[src/rtl/sync_addsub_acc.sv]
// Two-stage add/subtract unit with running accumulator, saturation and
// signed/unsigned range detection for the lab board display wrappers.
module sync_addsub_acc #(
  parameter int WIDTH = 4
) (
  input  logic             CLOCK_50,
  input  logic             reset,
  input  logic             in_valid,
  input  logic [1:0]       op,
  input  logic             sgn,
  input  logic             sat_en,
  input  logic             acc_clr,
  input  logic [WIDTH-1:0] a,
  input  logic [WIDTH-1:0] b,
  output logic [WIDTH-1:0] sum,
  output logic             carry,
  output logic             overflow,
  output logic             ovf_sticky,
  output logic [WIDTH-1:0] acc,
  output logic             out_valid
);

  logic [WIDTH-1:0] s1_a, s1_b;
  logic [1:0]       s1_op;
  logic             s1_sgn, s1_sat, s1_valid;

  logic [WIDTH-1:0] opx, opy, res;
  logic [WIDTH:0]   raw;
  logic             raw_carry, raw_ovf, range_err;

  // op[1] selects the accumulator as first operand; op[0] selects subtract.
  // NOTE: every always_comb output is assigned on all paths so no latch is inferred.
  always_comb begin
    opx = s1_op[1] ? acc  : s1_a;
    opy = s1_op[1] ? s1_a : s1_b;
    if (s1_op[0]) begin
      raw       = {1'b0, opx} + {1'b0, ~opy} + {{WIDTH{1'b0}}, 1'b1};
      raw_carry = ~raw[WIDTH];
      raw_ovf   = (opx[WIDTH-1] != opy[WIDTH-1]) && (raw[WIDTH-1] != opx[WIDTH-1]);
    end else begin
      raw       = {1'b0, opx} + {1'b0, opy};
      raw_carry = raw[WIDTH];
      raw_ovf   = (opx[WIDTH-1] == opy[WIDTH-1]) && (raw[WIDTH-1] != opx[WIDTH-1]);
    end
    range_err = s1_sgn ? raw_ovf : raw_carry;
    res       = raw[WIDTH-1:0];
    if (s1_sat && range_err) begin
      // A signed overflow always has the true sign of the first operand.
      if (s1_sgn)
        res = opx[WIDTH-1] ? {1'b1, {(WIDTH-1){1'b0}}} : {1'b0, {(WIDTH-1){1'b1}}};
      else
        res = s1_op[0] ? '0 : '1;
    end
  end

  // NOTE: sequential state uses non-blocking assignments so every register
  // samples pre-edge values, which is what lets back-to-back ops read acc.
  always_ff @(posedge CLOCK_50) begin
    if (reset) begin
      s1_a       <= '0;
      s1_b       <= '0;
      s1_op      <= '0;
      s1_sgn     <= 1'b0;
      s1_sat     <= 1'b0;
      s1_valid   <= 1'b0;
      sum        <= '0;
      carry      <= 1'b0;
      overflow   <= 1'b0;
      ovf_sticky <= 1'b0;
      acc        <= '0;
      out_valid  <= 1'b0;
    end else begin
      s1_a      <= a;
      s1_b      <= b;
      s1_op     <= op;
      s1_sgn    <= sgn;
      s1_sat    <= sat_en;
      s1_valid  <= in_valid;
      out_valid <= s1_valid;
      if (s1_valid) begin
        sum      <= res;
        carry    <= raw_carry;
        overflow <= raw_ovf;
      end
      // Clear wins over a same-edge accumulator write.
      if (acc_clr) begin
        acc        <= '0;
        ovf_sticky <= 1'b0;
      end else if (s1_valid) begin
        acc        <= res;
        ovf_sticky <= ovf_sticky | range_err;
      end
    end
  end

endmodule

[config.mk]
export PLATFORM = sky130hd
export DESIGN_NAME = sync_addsub_acc
export DESIGN_NICKNAME = d
export VERILOG_FILES = /design/src/rtl/sync_addsub_acc.sv
export SDC_FILE = /design/constraint.sdc
export NUM_CORES = 1
export LEC_CHECK = 0
export CORE_AREA = 4 4 62 64
export CTS_CLUSTER_SIZE = 10
export DETAILED_ROUTE_END_ITERATION = 16
export DIE_AREA = 0 0 66 68
export DONT_BUFFER_PORTS = 1
export SETUP_SLACK_MARGIN = 0.2
export SLEW_MARGIN = 0
export SYNTH_ARGS = -nofsm -noshare
export SYNTH_HDL_FRONTEND = slang
export SYNTH_SLANG_ARGS = --single-unit
[constraint.sdc]
create_clock -name CLOCK_50 -period 5.4 [get_ports CLOCK_50]
set_input_delay 1.08 -clock CLOCK_50 [delete_from_list [all_inputs] [get_ports CLOCK_50]]
set_output_delay 1.08 -clock CLOCK_50 [all_outputs]
set_load 0.05 [all_outputs]
==> impl_metrics.env, run 1 <==
export IMPL_status="complete, no violations"
export IMPL_drt_iter0_drc=32
export IMPL_synth_mux_area_frac=0.100
export IMPL_wl_per_cell_um=14.6
export IMPL_crit_arrival_ns=3.44
export IMPL_stdcell_count=182
export IMPL_clock_power_share=0.232
export IMPL_cp_slowest_cell="dfxtp_1"
export IMPL_die_x_um=66
export IMPL_synth_avg_cell_area_um2=9.41
export IMPL_ys_seq_elements=25
export IMPL_finalMaxSlewViolations=0
export IMPL_pwr_density_cell_nw_per_um2=270
export IMPL_yosysWarnings=0
export IMPL_numPlacedInstances=178
export IMPL_dp_hpwl_um=2120
export IMPL_cts_tree="done"
export IMPL_synthTopCellsByCount="dfxtp_1 (25), nor2b_1 (16), inv_1 (11), nor2_1 (10), a21oi_1 (9)"
export IMPL_start_util=0.395
export IMPL_ff2ff_path_depth=9
export IMPL_cts_reportedPaths_clkPinSlew_ns=0.14
export IMPL_final_setup_skew_ns=0.00979
export IMPL_seqPwrFrac=0.597
export IMPL_pwr_share_comb=0.172
export IMPL_syn_num_nets=164
export IMPL_leakage_nw=0.549
export IMPL_worst_pin_slew_ns=0.590
export IMPL_relSlewSlack=0.606
export IMPL_worstHoldEndpoint="sum[1]"
export IMPL_n_antenna_cell=0
export IMPL_synth_top_family_by_area="simple AND/OR/NAND/NOR gates"
export IMPL_finalCritPeriodShare=0.595
export IMPL_p_switching_w=0.000114
export IMPL_drv_cap=0
export IMPL_worstPathRequired_ns=5.63
export IMPL_yosys_area_top_type="dfxtp_1"
export IMPL_synth_xor_area_frac=0.0135
export IMPL_clk_latency_ns=0.32
export IMPL_cts_setup_buffers=0
export IMPL_min_period_ns=3.21
export IMPL_hp_class="reg2reg"
export IMPL_rsz0062_at_grt="false"
export IMPL_setup_viol=0
export IMPL_setup_worst_path_start_class="register"
export IMPL_grt_total_usage=0.133
export IMPL_synth_most_common_cell="dfxtp_1"
export IMPL_grt_remaining_overflow=0
export IMPL_synthAdderAreaFrac=0.108
export IMPL_synthesis_area_um2=1300
export IMPL_routed_wl_um=2660
export IMPL_grt_pass1_vias=967
export IMPL_ant_nets=0
export IMPL_synth_area_leaders="dfxtp_1 (39%), ha_1 (7.7%), nor2b_1 (7.7%)"
export IMPL_cts_repair_resized=0
export IMPL_hold_buffers=0
export IMPL_path_max_fanout=8
export IMPL_cts_sinks=25
export IMPL_area_growth_pct=4.14
export IMPL_routabilityCongestion=0.820
export IMPL_clockBufferDepth=2
export IMPL_n_fill_cell=326
export IMPL_antenna_found_initial=0
export IMPL_worst_r2r_endpoint="acc[3]"
export IMPL_crit_family="multiplexers"
export IMPL_clockRootBuffer="clkbuf_4"
export IMPL_max_vdd_ir_drop_v=0.000145
export IMPL_internal_power_w=0.000251
export IMPL_synth_distinct_cells=33
export IMPL_post_drt_via_cell_ratio=5.29
export IMPL_layout_nets=163
export IMPL_synth_compound_area_frac=0.156
export IMPL_path_cells="mux2i_1, inv_1, ha_1, nor3b_1, o31a_2, o21ai_1, mux4_2, nand2b_4, o311a_1"
export IMPL_r2r_setup_slack_ns=2.19
export IMPL_tns_ns=0
export IMPL_grt_pass1_wl_um=4460
export IMPL_crit_type="reg2reg"
export IMPL_drive_gt1_frac=0.0809
export IMPL_endpoint_kind="register"
export IMPL_vias=962
export IMPL_synth_cells=138
export IMPL_ios=28
export IMPL_min_from="s1_sat"
export IMPL_synth_top_area_share=0.385
export IMPL_drtPass1Iterations=4
export IMPL_rows=21
export IMPL_ys_seq_area_frac=0.385
export IMPL_hold_depth=2
export IMPL_yosys_area_share_simple=0.179
export IMPL_critical_path_depth=9
export IMPL_grt_max_degree=23
export IMPL_max_stage_delay_ns=0.61
export IMPL_cts_max_level=1
export IMPL_port_buffers=0
export IMPL_synth_edff_count=0
export IMPL_cp_num_buf_inv=1
export IMPL_drc_errors=0
export IMPL_numCtsBuffers=3
export IMPL_synthFlopType="dfxtp_1"
export IMPL_hold_viol=0
export IMPL_async_reset_ff_frac=0
export IMPL_dieArea_um2=4490
export IMPL_rr_startpoint="s1_op[1]"
export IMPL_p_sw_frac=0.312
export IMPL_core_um2=3280
export IMPL_fp_dieH_um=68
export IMPL_fmax_mhz=311
layer usage:
| layer | global-route usage | part of all wire |
|---|---|---|
| met5 | 0 | 0 |
| met3 | 0.0394 | 0.052 |
| met2 | 0.230 | 0.51 |
| met1 | 0.148 | 0.42 |
| met4 | 0.0685 | 0.023 |
registers in the layout, indices dropped and copies added, names as in the netlist:
name and flops:
overflow 1, s1_a 4, s1_valid 1, carry 1
acc 4, s1_sat 1, out_valid 1, sum 4
s1_op 2, s1_sgn 1, s1_b 4, ovf_sticky 1
tightest hold or removal path: cells and delay by family (launching register included):
kind	cells	cell delay, ns
DFF	1	0.39
and+or+nand+nor	1	0.10
AOI/OAI and AO/OA	1	0.07
metrics by stage:
stage	hold slack [ns]	util	cell area, um^2	total power (W)	worst slack [ns]
2_1_floorplan	0.533	-	1300	0.000274	2.49
3_3_place_gp	0.567	0.404	1330	0.000283	2.30
3_5_place_dp	0.576	0.404	1330	0.000285	2.21
4_1_cts	0.593	0.412	1350	0.000370	2.20
5_1_grt	0.610	0.412	1350	0.000387	1.94
6_report	0.588	0.412	1350	0.000366	2.19
power groups by stage:
stage	combinational, W	sequential, W	clock (W)
final	0.0000628	0.000218	0.0000847
after CTS	0.0000628	0.000218	0.0000885
after global routing	0.0000713	0.000220	0.0000958
after detailed placement	0.0000625	0.000223	0
after global placement	0.0000607	0.000223	0
after floorplan	0.0000563	0.000217	0
cells in the final DEF (no fill, tap or decap):
cell type	count
dfxtp_1	25
nor2b_1	16
inv_1	11
nor2_1	10
a21oi_1	9
ha_1	8
mux2i_1	6
nand2_1	6
nand3_1	5
o21a_1	4
o31ai_1	4
mux2_2	3
clkbuf_4	3
nor4_1	2
o21ai_1	2
xnor2_1	2
a221oi_1	2
o311a_1	2
fa_1	2
mux2i_2	1
inv_2	1
o21bai_1	1
nor3b_1	1
o31a_2	1
nand3b_1	1
and3_1	1
mux4_2	1
o221ai_1	1
nand2b_4	1
o211ai_1	1
o311ai_0	1
a211oi_1	1
clkbuf_1	1
layout make-up:
class,instances,area (um^2),area share
well taps,46,57.6,0.0426
multi-input cells,95,723,0.535
inverters,12,45.0,0.0333
flip-flops and latches,25,500,0.370
clock buffers,4,26.3,0.0194
worst max path at each step:
stage          startpoint     end  slack (ns)
2_1_floorplan      acc[1]  acc[3]        2.49
3_3_place_gp     s1_op[1]  sum[3]        2.30
3_5_place_dp     s1_op[1]  acc[3]        2.21
4_1_cts          s1_op[1]  acc[3]        2.20
5_1_grt          s1_op[1]  sum[3]        1.94
6_report         s1_op[1]  acc[3]        2.19
logic make-up after synthesis:
family	count (synthesis)
compound gates	29
buf+inv	18
simple gates	43
xor+xnor	2
flops	25
mux	11
fa+ha+maj	10
Power figures use the tool's default switching activity.
==> run 2, diff against run 1 <==
clock period = 3.1 ns   (was 5.4 ns; I/O delays follow)
==> run 2 against run 1 <==
Count of clock-buffer cells in the layout is the same. Maximum frequency grew 16%. Cell count grew 4.4%. Sequential power grew 71%. Critical path type unchanged.
==> impl_metrics.env, run 2 (synthesized netlist as in run 1, its figures left out) <==
export IMPL_status="complete, no violations"
export IMPL_grt_max_degree=23
export IMPL_r2r_setup_slack_ns=0.34
export IMPL_finalCritPeriodShare=0.891
export IMPL_wl_per_cell_um=14.9
export IMPL_antenna_found_initial=0
export IMPL_max_stage_delay_ns=0.53
export IMPL_n_antenna_cell=0
export IMPL_grt_pass1_wl_um=4690
export IMPL_worst_r2r_endpoint="acc[3]"
export IMPL_drc_errors=0
export IMPL_crit_start="s1_op[1]"
export IMPL_endpoint_kind="register"
export IMPL_whs_ns=0.347
export IMPL_layout_commonest_cell="dfxtp_1"
export IMPL_cts_max_level=1
export IMPL_clockBufferDepth=2
export IMPL_pwr_density_cell_nw_per_um2=448
export IMPL_finalMaxSlewViolations=0
export IMPL_hold_viol=0
export IMPL_setup_ws_ns=0.337
export IMPL_cts_sinks=25
export IMPL_ff2ff_path_depth=9
export IMPL_worst_pin_slew_ns=0.531
export IMPL_numCtsBuffers=3
export IMPL_max_vdd_ir_drop_v=0.000180
export IMPL_numPlacedInstances=186
export IMPL_start_util=0.395
export IMPL_routabilityCongestion=0.872
export IMPL_die_x_um=66
export IMPL_ios=28
export IMPL_cts_tree="done"
export IMPL_setup_viol=0
export IMPL_rr_startpoint="s1_op[1]"
export IMPL_tns_ns=0
export IMPL_path_max_fanout=5
export IMPL_critPathCapture="acc[3]"
export IMPL_relSlewSlack=0.645
export IMPL_post_place_ws_ns=0.130
export IMPL_dieArea_um2=4490
export IMPL_grt_remaining_overflow=0
export IMPL_core_um2=3280
export IMPL_worstPathRequired_ns=3.32
export IMPL_fp_dieH_um=68
export IMPL_grt_total_usage=0.139
export IMPL_cts_reportedPaths_clkPinSlew_ns=0.13
export IMPL_dp_hpwl_um=2210
export IMPL_clk_latency_ns=0.32
export IMPL_routed_wl_um=2840
export IMPL_final_setup_skew_ns=0.00250
export IMPL_grt_pass1_vias=1011
export IMPL_path_cells="buf_4, mux2_2, ha_1, nor3b_4, nor4_1, o21ai_1, mux4_2, nand2b_4, o311a_1"
export IMPL_drt_iter0_drc=20
export IMPL_fmax_mhz=362
export IMPL_vias=984
export IMPL_crit_arrival_ns=2.99
export IMPL_cp_slowest_cell="mux4_2"
export IMPL_n_fill_cell=324
export IMPL_cts_setup_buffers=0
export IMPL_rsz0062_at_grt="false"
export IMPL_rows=21
export IMPL_stdcell_count=190
export IMPL_ant_nets=0
export IMPL_min_period_ns=2.76
export IMPL_drive_gt1_frac=0.181
export IMPL_drv_cap=0
export IMPL_hold_buffers=0
export IMPL_layout_nets=171
export IMPL_crit_type="reg2reg"
export IMPL_hp_class="in2reg"
export IMPL_clockRootBuffer="clkbuf_4"
export IMPL_drtPass1Iterations=4
export IMPL_leakage_nw=0.600
export IMPL_setup_worst_path_start_class="register"
export IMPL_mostFrequentLayoutCells="dfxtp_1 (23), nor2b_1 (15), inv_1 (11)"
export IMPL_post_drt_via_cell_ratio=5.18
export IMPL_area_growth_pct=12.2
export IMPL_port_buffers=0
## run 2: cell type report
class	count	area [um^2]	area share
tap	46	57.6	0.0395
timing repair buffer	8	60.1	0.0412
inverter	12	45.0	0.0309
sequential	25	503	0.345
multi-input combinational	95	766	0.525
clock buffer	4	26.3	0.0180
## run 2: worst min path at each step
stage / slack [ns] / cells after the start / to / start
after floorplan: 0.53 / 2 / acc[1] / s1_sat
after CTS: 0.34 / 1 / out_valid / reset
final: 0.35 / 1 / out_valid / reset
after global placement: 0.57 / 2 / sum[1] / s1_sat
after global routing: 0.34 / 1 / s1_sat / reset
after detailed placement: 0.58 / 2 / acc[1] / s1_sat
## run 2: report_power, final
group | total [W] | internal (W) | switching (W)
combinational | 0.000135 | 0.0000606 | 0.0000741
clock | 0.000146 | 0.0000504 | 0.0000957
sequential | 0.000373 | 0.000338 | 0.0000349
total | 0.000654 | 0.000449 | 0.000205
## run 2: critical path, delay by kind of cell, from the launching register on
kind	cells	cell delay, ns
compound gates	2	0.42
flops	1	0.41
mux	2	0.88
simple gates	3	0.58
fa+ha+maj	1	0.22
buf+inv	1	0.15
## run 2: routing by layer
| layer | vias to the layer above | GRT usage | share of wire |
|---|---|---|---|
| met5 | - | 0 | 0 |
| met4 | 0 | 0.0533 | 0.013 |
| met3 | 4 | 0.0328 | 0.061 |
| met2 | 25 | 0.255 | 0.53 |
| met1 | 466 | 0.157 | 0.40 |
| li1 | 489 | - | - |
## run 2: stage by stage
step	total power [W]	area, um^2	utilization
after floorplan	0.000477	1300	-
after global placement	0.000501	1390	0.422
after detailed placement	0.000504	1390	0.422
after CTS	0.000651	1420	0.432
after global routing	0.000687	1460	0.444
final	0.000654	1460	0.444
## run 2: timing repair
action                     CTS  global route
resized for setup            2             7
cloned                       0             0
setup endpoints to repair    7             8
==> patch 1: new RTL, config.mk and constraints of run 2 <==
Reset style: asynchronous (`reset`), changed in one clocked block.
--- a/src/rtl/sync_addsub_acc.sv
+++ b/src/rtl/sync_addsub_acc.sv
@@ -55,7 +55,7 @@
 
   // NOTE: sequential state uses non-blocking assignments so every register
   // samples pre-edge values, which is what lets back-to-back ops read acc.
-  always_ff @(posedge CLOCK_50) begin
+  always_ff @(posedge CLOCK_50 or posedge reset) begin
     if (reset) begin
       s1_a       <= '0;
       s1_b       <= '0;
Check against the original RTL: differs if reset is asserted again (counterexample within 4 cycles, from zero or initial values and one cycle with reset high); with reset held inactive, the same outputs for 10 cycles.
==> patch 1 against run 2 <==
- worst setup slack worse by 0.042 ns
- worst hold slack worse by 0.026 ns
- final area rose by 8.5%
- fmax decreased by 1.5%
- synthesized area up 12%
- sequential cell count unchanged
- routed wire length down 0.85%
- highest routed layer is now met3
Power is not compared: it rests on default switching activity, and its combinational part moved more than twofold at a synthesized area within 25%.
==> patch 1: results (changes against run 2) <==
metric,value,unit,change
grt_pass1_wl,4720,um,+0.58%
routed_via_density,5.44,,+5.1%
critPathSlowestCell,dfrtp_2,,
ys_top_cells_by_count,"dfrtp_1, inv_1, nor2_1",,
synth_cell_type_count,47,,+42%
first_iter_violations,45,,+130%
met1_usage,0.172,,+0.0151
max_slew_margin,0.401,,-0.245
worst-path-max-fanout,6,,+1
critPathMaxStageDelay,0.46,ns,-0.07 ns
clock_skew,0.00653,ns,+0.00402 ns
seq_area_frac_synth,0.431,,+0.0457
use_met3,0.0525,,+0.0197
synthFlopType,dfrtp_1,,
gp_congestion,0.922,,+5.8%
use_met2,0.238,,-0.0175
peakVddDrop,326,uV,
dp_hpwl,2220,um,+0.47%
wl,2820,um,-0.85%
synth-async-reset-ratio,1.00,,+1.00
place_ws,0.0959,ns,-0.0340 ns
clockRootBuffer,clkbuf_4,,
grt_pass1_vias,1016,,+0.49%
synthesis.nets,153,,-6.7%
yosys-top-cells-area,"dfrtp_1, ha_1, mux2_2, fa_1, mux2i_1",,
finalNetCount,159,,-7.0%
status,finished clean,,
first_pass_iters,5,,+1
grt_usage,0.139,,-0.000286
cp.arrival,3.03,ns,+0.04 ns
patch 1: cell count changes in the layout (fill, tap and decap cells not counted), moves of 4 or more:
cell and change:
o21a_1 -4, dfxtp_1 -23, dfrtp_1 +24, nor2b_1 -12
patch 1: kinds of logic after synthesis:
group | after synthesis | synth area share
adder cells (fa/ha/maj) | 10 | 0.0966
flip-flops | 25 | 0.431
AO/OA/AOI/OAI | 29 | 0.177
XOR/XNOR | 2 | 0.0121
multiplexers | 9 | 0.0741
AND/OR/NAND/NOR | 36 | 0.155
buffers and inverters | 16 | 0.0543
patch 1: cell type report:
type | instances | area (um2) | area share
Inverter | 11 | 43.8 | 0.0277
Multi-Input combinational cell | 86 | 781 | 0.494
Timing Repair Buffer | 6 | 45.0 | 0.0285
Clock inverter | 1 | 5.00 | 0.00316
Tap cell | 46 | 57.6 | 0.0364
Sequential cell | 25 | 627 | 0.396
Clock buffer | 3 | 22.5 | 0.0142
patch 1: what timing repair did:
item / 4_1_cts / 5_1_grt
pin swaps: 0 / 1
setup buffers: 2 / 0
gates resized for setup: 1 / 7
setup endpoints to repair: 4 / 6
patch 1: metrics by stage:
stage,instances,cell area [um2]
4_1_cts,178,1550
3_5_place_dp,172,1500
5_1_grt,178,1580
3_3_place_gp,172,1500
2_1_floorplan,127,1450
6_report,178,1580
patch 1: metal layers:
layer / up-vias / routed length, um
met3: 0 / 206
met1: 468 / 1260
met5: - / 0
li1: 472 / -
met2: 29 / 1350
met4: 0 / 0
patch 1: final timing paths:
check | cells after the start | slack [ns] | from | endpoint
hold / removal | 0 | 0.32 | sat_en | s1_sat$_DFF_PP0_
min in group asynchronous | 1 | 0.38 | reset | sum[1]$_DFFE_PP0P_
hold reg to reg | 2 | 0.65 | s1_sgn$_DFF_PP0_ | ovf_sticky$_DFFE_PP0P_
max in group asynchronous | 1 | 2.12 | reset | s1_op[1]$_DFF_PP0_
setup / recovery | 8 | 0.29 | s1_op[1]$_DFF_PP0_ | acc[0]$_DFFE_PP0P_
setup reg to reg | 8 | 0.29 | s1_op[1]$_DFF_PP0_ | acc[0]$_DFFE_PP0P_
patch 1: worst max-delay path: cells and delay by family, from the launching register on:
kind	cells	cell delay (ns)
compound gates	3	0.73
fa+ha+maj	2	0.58
flops	1	0.46
mux	1	0.37
simple gates	2	0.59
patch 1: power breakdown:
group	switching [W]	total, W	internal (W)
Clock	0.0000885	0.000137	0.0000482
Sequential	0.000116	0.000480	0.000364
Combinational	0.000172	0.000286	0.000114
Total	0.000376	0.000902	0.000526
==> patch 2: new RTL, config.mk and constraints of run 2 <==
Made on the original files. Set the parameter `WIDTH` to 6 (it was 4).
--- a/src/rtl/sync_addsub_acc.sv
+++ b/src/rtl/sync_addsub_acc.sv
@@ -1,7 +1,7 @@
 // Two-stage add/subtract unit with running accumulator, saturation and
 // signed/unsigned range detection for the lab board display wrappers.
 module sync_addsub_acc #(
-  parameter int WIDTH = 4
+  parameter int WIDTH = 6
 ) (
   input  logic             CLOCK_50,
   input  logic             reset,
Interface: changed (resized a, acc, b and sum); port bits go from 28 to 36. No check against the original RTL was run, so the function may have changed too.
==> patch 2 against run 2 <==
- synthesized area increased by 54%
- count of clock-buffer cells in the layout increased by 3
- worst hold slack improved by 0.0046 ns
- sequential share of layout area decreased by 6.7 points
- combinational power increased by 93%
- final area increased by 64%
- via count increased by 64%
- sequential cell count increased by 8
- total power increased by 56%
- routed wire length increased by 70%
- worst setup slack got worse by 0.10 ns
- critical endpoint unchanged
- largest power group unchanged
- fmax decreased by 3.6%
==> patch 2: results (changes against run 2) <==
metric,value,unit,change
status,finished clean,,
cp.arrival,3.08,ns,+0.09 ns
max_freq,349,MHz,-3.6%
pg_comb,0.000261,W,+93%
nNonClkInverters,13,,+1
synthesis.nets,249,,+52%
gp_congestion,0.855,,-2.0%
finalNetCount,269,,+57%
peakVddDrop,311,uV,+73%
critPathMaxStageDelay,0.43,ns,-0.10 ns
grt_pass1_wl,7340,um,+56%
htreeDepth,2,,+1
final-clk-cell-share,0.0292,,+0.0112
cp_top_family,compound AO/OA/AOI/OAI gates,,
seq_area_frac_synth,0.330,,-0.0556
ys_top_cells_by_count,"dfxtp_1, nor2b_1, nor2_1",,
wl_per_cell,17.1,um,+15%
critPathSlowestCell,dfxtp_4,,
place_ws,0.0231,ns,-0.107 ns
yosys-top-cells-area,"dfxtp_1, nor2b_1, ha_1, a211oi_2, mux2i_1",,
post_cts_buffers,2,,+2
routed_via_density,5.71,,+10%
min_to,s1_a[4]$_SDFF_PP0_,,
yosys_register_bits,33,,+32%
grt_max_degree,28,,+22%
placed_area,2110,um2,+52%
worst_hold_slack,0.352,ns,+0.00460 ns
signal_buffers,23,,+15
n_clock_buffer,7,,+3
worst-path-max-fanout,8,,+3
synth_cell_type_count,42,,+27%
path_clk_slew,0.09,ns,-0.04 ns
p_per_area,426,nW/um2,-5.0%
p_int,0.000699,W,+56%
drive_gt1_frac,0.314,,+0.133
multi_input_area,1370,um2,+79%
reg2reg_depth,11,,+2
seq_power,0.000491,W,+32%
nonClkBufAreaFrac,0.0783,,+0.0371
cts_made_buffers,5,,+2
clock_skew,0.00580,ns,+0.00330 ns
dp_hpwl,3380,um,+53%
grt_usage,0.220,,+0.0804
fill_cells,259,,-20%
p_leak,0.969,nW,+61%
rrSetupSlack,0.23,ns,-0.10 ns
worst_slew_pin_slew,0.598,ns,+0.0662 ns
grt_pass1_vias,1559,,+54%
seq-cell-share,0.278,,-0.0674
ctsResizeCount,6,,+4
mappedNetlistArea,2000,um2,+54%
==> patch 2: cell families after synthesis <==
group | after synthesis | synth area share
compound gates | 52 | 0.230
xor+xnor | 2 | 0.00875
fa+ha+maj | 14 | 0.0949
buf+inv | 23 | 0.0506
flops | 33 | 0.330
mux | 17 | 0.0887
simple gates | 74 | 0.197
==> patch 2: routing by layer <==
| layer | wire length, um | GRT usage | vias to the layer above |
|---|---|---|---|
| li1 | - | - | 787 |
| met1 | 1870 | 0.250 | 751 |
| met2 | 2570 | 0.388 | 58 |
| met3 | 244 | 0.0542 | 15 |
| met4 | 157 | 0.104 | 0 |
| met5 | 0 | 0 | - |
==> patch 2: per-stage QoR <==
step | instances | power (W)
after floorplan | 215 | 0.000680
after global placement | 263 | 0.000712
after detailed placement | 263 | 0.000719
after CTS | 274 | 0.000996
after global routing | 282 | 0.00108
final | 282 | 0.00102
